$ cat src/rtl/rv32i_pkg.sv
// Shared encodings for the rv32i core slice: arbiter FSM state and read-owner tags.
package rv32i_pkg;

  typedef enum logic {
    ST_BOOT = 1'b0,
    ST_RUN  = 1'b1
  } arb_state_e;

  typedef enum logic [1:0] {
    OWN_NONE   = 2'd0,
    OWN_FETCH  = 2'd1,
    OWN_LOADER = 2'd2
  } rd_owner_e;

  localparam int unsigned STARVE_CNT_W = 4;

endpackage

$ cat src/rtl/starve_counter.sv
// Saturating count of loader cycles spent waiting; flags when the loader must be forced in.
module starve_counter
  import rv32i_pkg::*;
#(
  parameter int unsigned STARVE_LIMIT = 8
) (
  input  logic clk_i,
  input  logic rst_i,
  input  logic l_req_i,
  input  logic l_gnt_i,
  output logic forced_o
);

  localparam logic [STARVE_CNT_W-1:0] LIMIT   = STARVE_CNT_W'(STARVE_LIMIT);
  localparam logic [STARVE_CNT_W-1:0] CNT_MAX = '1;

  logic [STARVE_CNT_W-1:0] cnt_q, cnt_d;

  // NOTE: every always_comb output gets a default first so no path leaves it unassigned (no latch).
  always_comb begin
    cnt_d = cnt_q;
    if (!l_req_i || l_gnt_i) begin
      cnt_d = '0;
    end else if (cnt_q != CNT_MAX) begin
      cnt_d = cnt_q + 1'b1;
    end
  end

  // NOTE: sequential state uses <= so all flops sample pre-edge values together.
  always_ff @(posedge clk_i or posedge rst_i) begin
    if (rst_i) begin
      cnt_q <= '0;
    end else begin
      cnt_q <= cnt_d;
    end
  end

  assign forced_o = l_req_i && (cnt_q >= LIMIT);

endmodule

$ cat src/rtl/imem_arbiter.sv
// Single-port instruction memory arbiter: loader owns the port during boot,
// fetch has priority at run time with a starvation escape for the loader.
module imem_arbiter
  import rv32i_pkg::*;
#(
  parameter int unsigned ADDR_W       = 13,
  parameter int unsigned STARVE_LIMIT = 8
) (
  input  logic              CLK,
  input  logic              RST,
  input  logic              f_req,
  input  logic [31:0]       f_addr,
  output logic              f_gnt,
  output logic              f_rvalid,
  output logic [31:0]       f_rdata,
  input  logic              l_req,
  input  logic              l_we,
  input  logic [31:0]       l_addr,
  input  logic [31:0]       l_wdata,
  output logic              l_gnt,
  output logic              l_rvalid,
  output logic [31:0]       l_rdata,
  input  logic              boot_done,
  output logic              running,
  output logic              mem_en,
  output logic              mem_we,
  output logic [ADDR_W-1:0] mem_addr,
  output logic [31:0]       mem_wdata,
  input  logic [31:0]       mem_rdata
);

  arb_state_e state_q;
  rd_owner_e  owner_q, owner_d;
  logic       forced;

  starve_counter #(
    .STARVE_LIMIT(STARVE_LIMIT)
  ) u_starve (
    .clk_i   (CLK),
    .rst_i   (RST),
    .l_req_i (l_req),
    .l_gnt_i (l_gnt),
    .forced_o(forced)
  );

  // NOTE: reset clears only control state; there is no storage array here to reset.
  always_ff @(posedge CLK or posedge RST) begin
    if (RST) begin
      state_q <= ST_BOOT;
      running <= 1'b0;
    end else if (state_q == ST_BOOT && boot_done) begin
      state_q <= ST_RUN;
      running <= 1'b1;
    end
  end

  // Grants are gated by RST so the port is quiet for the whole reset pulse.
  always_comb begin
    f_gnt = 1'b0;
    l_gnt = 1'b0;
    if (!RST) begin
      if (state_q == ST_BOOT) begin
        l_gnt = l_req;
      end else if (forced) begin
        l_gnt = 1'b1;
      end else begin
        f_gnt = f_req;
        l_gnt = l_req && !f_req;
      end
    end
  end

  always_comb begin
    mem_en    = f_gnt || l_gnt;
    mem_we    = l_gnt && l_we;
    mem_addr  = '0;
    mem_wdata = '0;
    if (f_gnt) begin
      mem_addr = f_addr[ADDR_W+1:2];
    end else if (l_gnt) begin
      mem_addr = l_addr[ADDR_W+1:2];
    end
    if (mem_en) begin
      mem_wdata = l_wdata;
    end
  end

  always_comb begin
    owner_d = OWN_NONE;
    if (f_gnt) begin
      owner_d = OWN_FETCH;
    end else if (l_gnt && !l_we) begin
      owner_d = OWN_LOADER;
    end
  end

  always_ff @(posedge CLK or posedge RST) begin
    if (RST) begin
      owner_q <= OWN_NONE;
    end else begin
      owner_q <= owner_d;
    end
  end

  assign f_rvalid = (owner_q == OWN_FETCH);
  assign l_rvalid = (owner_q == OWN_LOADER);
  assign f_rdata  = f_rvalid ? mem_rdata : '0;
  assign l_rdata  = l_rvalid ? mem_rdata : '0;

  // Address bits outside the word index are deliberately ignored (32 KiB wrap).
  logic unused_addr_bits;
  assign unused_addr_bits = ^{f_addr[1:0], f_addr[31:ADDR_W+2],
                              l_addr[1:0], l_addr[31:ADDR_W+2]};

endmodule

$ cat config.mk
export PLATFORM = sky130hd
export DESIGN_NAME = imem_arbiter
export DESIGN_NICKNAME = d
export VERILOG_FILES = /design/src/rtl/rv32i_pkg.sv /design/src/rtl/starve_counter.sv /design/src/rtl/imem_arbiter.sv
export SDC_FILE = /design/constraint.sdc
export NUM_CORES = 1
export LEC_CHECK = 0
export ABC_AREA = 1
export CAP_MARGIN = 10
export CELL_PAD_IN_SITES_DETAIL_PLACEMENT = 0
export CELL_PAD_IN_SITES_GLOBAL_PLACEMENT = 1
export CORE_UTILIZATION = 11
export DETAILED_ROUTE_END_ITERATION = 7
export PLACE_DENSITY_LB_ADDON = 0.1
export SETUP_SLACK_MARGIN = 0.2
export SLEW_MARGIN = 0
export SYNTH_ARGS = -nofsm -noshare
export SYNTH_HDL_FRONTEND = slang
export SYNTH_HIERARCHICAL = 1
export SYNTH_SLANG_ARGS = --single-unit
$ cat constraint.sdc
create_clock -name CLK -period 1.68 [get_ports CLK]
set_input_delay 0.42 -clock CLK [delete_from_list [all_inputs] [get_ports CLK]]
set_output_delay 0.42 -clock CLK [all_outputs]
set_load 0.05 [all_outputs]
==> results of run 1 <==
==> worst min path at each step <==
stage                        endpoint  slack [ns]  cells after the start
detailed placement  u_starve/cnt_q[0]        0.54                      2
finish              u_starve/cnt_q[1]        0.43                      3
global route        u_starve/cnt_q[2]        0.44                      3
CTS                 u_starve/cnt_q[1]        0.42                      3
floorplan           u_starve/cnt_q[0]        0.19                      1
global placement    u_starve/cnt_q[0]        0.52                      2
==> routing by layer <==
layer / track usage [%] / part of all wire [%] / vias up
met1: 12.9 / 33 / 1152
met2: 24.8 / 56 / 132
met3: 3.91 / 11 / 2
met5: 0 / 0 / -
li1: - / - / 1259
met4: 2.03 / 0.21 / 0
==> cell usage in the layout, fill, tap and decap left out, types with 8 or more instances in the layout <==
cell type        synthesis  final
a21boi_4                 0     32
buf_12                   0    100
buf_4                    1     18
buf_6                    7     33
buf_8                    0     18
clkdlybuf4s50_1          0     90
inv_1                   46     35
inv_2                    1      8
nand2_1                 40     11
nand2_4                  1     27
nand4_1                 13     13
nor2_4                   2     68
==> kinds of logic after synthesis <==
family                     after synthesis  synth area share (%)
AOI/OAI and AO/OA                       33                  24.4
adders and majority gates                2                  1.72
buffers and inverters                   63                  20.6
DFF                                      7                  12.0
and+or+nand+nor                        138                  41.3
==> worst max-delay path, stage by stage (launching register included) <==
cell	delay, ns
dfrtp_1	0.36
nand2_1	0.07
inv_2	0.08
nand2_2	0.07
nand2_4	0.09
buf_12	0.11
nand2_8	0.09
buf_16	0.18
a21boi_4	0.15
buf_12	0.15
==> registers in the layout (all words and copies together), names as in the netlist <==
register / cells
owner_q: 2
state_q: 1
u_starve/cnt_q: 4
==> metrics by stage <==
| stage | hold WS (ns) | instance area (um^2) | util [%] |
|---|---|---|---|
| detailed placement | 0.541 | 5630 | 44.0 |
| global route | 0.443 | 6590 | 51.6 |
| finish | 0.427 | 6590 | 51.6 |
| floorplan | 0.186 | 2360 | - |
| CTS | 0.424 | 6410 | 50.2 |
| global placement | 0.516 | 5630 | 44.0 |
==> what timing repair did <==
action,in CTS,in global routing
endpoints found under the setup margin,119,119
resized for setup,113,25
pin swaps,52,19
setup buffers,16,4
gates cloned,7,1
==> power groups by stage <==
stage / Sequential [uW] / Clock (uW) / Combinational, uW
after floorplan: 185 / 0 / 847
after global placement: 187 / 0 / 1680
after detailed placement: 188 / 0 / 1680
after CTS: 185 / 425 / 1830
after global routing: 186 / 440 / 1930
final: 186 / 410 / 1850
==> cell type report <==
cell class	instances	area, um^2
clock buffers	4	78.8
well taps	172	215
inverters	47	190
flip-flops and latches	7	178
fillers	1137	6190
repair buffers	272	3940
multi-input cells	173	1980
==> out/metrics.cfg, run 1 <==
[sta]
fmaxAchievable_ghz=0.495
finalCritPeriodShare_pct=120
rsz0062_at_grt=true
final_max_slew_viol_count=0
fin_worst_skew_ns=0.000271
setup_ws_ns=-0.341
tightest_slew_ns=0.189
maxSlewHeadroom_pct=87.4
finalSetupViolCount=110
hold_violations=0
finalSetupTns_ns=-21.15
period_needed_ns=2.02

[global_route]
grt_pass1_wl_um=13100
grt_start_max_net_pins=17
grt_pass1_vias=2538
grt-ovfl-total=0
antenna_found_initial=0
grt_use_total_pct=12.5

[logic_synthesis]
yosys-top-cells-area=a21boi_2, nor2_1, dfrtp_1
ys_top_cells_by_count=nor2_1, inv_1, nand2_1
synth_top_area_share_pct=22.5
synth_edf_count=0
synth_seq_area_share_pct=12.0
synth_flop_cell=dfrtp_1
syn_area_per_cell_um2=5.98
synth_cells=243
synthArstFlopShare_pct=100
yosysMostFrequentCell=nor2_1
synth_warnings=6
netlist_area_um2=1450
yosys_register_bits=7
yosysUniqueCellTypes=21
synth_fp_nets=379
synth_top_area_cell=a21boi_2

[setup_path]
cp.arrival_ns=1.60
r2r_start=u_starve/cnt_q[3]
crit_end=mem_wdata[24]
reg2reg_to=u_starve/cnt_q[0]
r2r_setup_slack_ns=0.04
end_kind=output port
cp.required_ns=1.26
startpoint=u_starve/cnt_q[3]
path_class=register to output port
worstSetupStartpointType=register
r2r_cells=14
worst-path-max-fanout=7

[status]
violations=negative setup slack
status=complete, but fails checks

[die]
placementRows=41
initial_utilization_pct=11.4
die_w_um=117
ios=250
die_area_um2=13700
dieHeight_um=117
core_area_um2=12800

[power]
cellPowerDensity_nw_per_um2=371
pwr-share-clk_pct=16.8
total_power_uw=2450
comb_power_share_pct=75.7
leakagePower_uw=0.00284
internal_power_uw=1430
vdd_ir_drop_max_mv=0.207
p_sw_share_pct=41.3
sequentialPowerShare_pct=7.6
p_switching_uw=1010

[routing]
wl_per_cell_um=13.5
drc=0
drt_wl_total_um=9130
antenna_left=0
via_per_inst=3.77
drt_iter0_markers=62
vias=2545
drt_first_pass_iters=4

[clock_tree]
cts_root_buffer=clkbuf_16
clk_path_buf_depth=2
cts_hold_buf=0
htree_levels=1
cts_buffers=3
clk_latency_ns=0.23
cts_tree=built
clock_sinks=7
clkTransAtPathRegs_ns=0.04

[place]
place_ws_ns=-0.604
gp_congestion=0.708
dp.cells=643
portBuffers=211
hpwl_um=7300

[final_layout]
drive_above_1_share_pct=66.2
final_net_count=640
antenna_cells=0
final_cells=675
syn_to_final_growth_pct=353

[flow_run]
drv_cap=0

[min_path]
hold_path.class=input pin to asynchronous set/reset pin

(Power assumes the default switching activity.)
==> run 2, diff against run 1 <==
- SLEW_MARGIN: 0 -> 20
==> results of run 2 <==
Same layout as run 1: the final DEF is identical, and so are final timing and power.
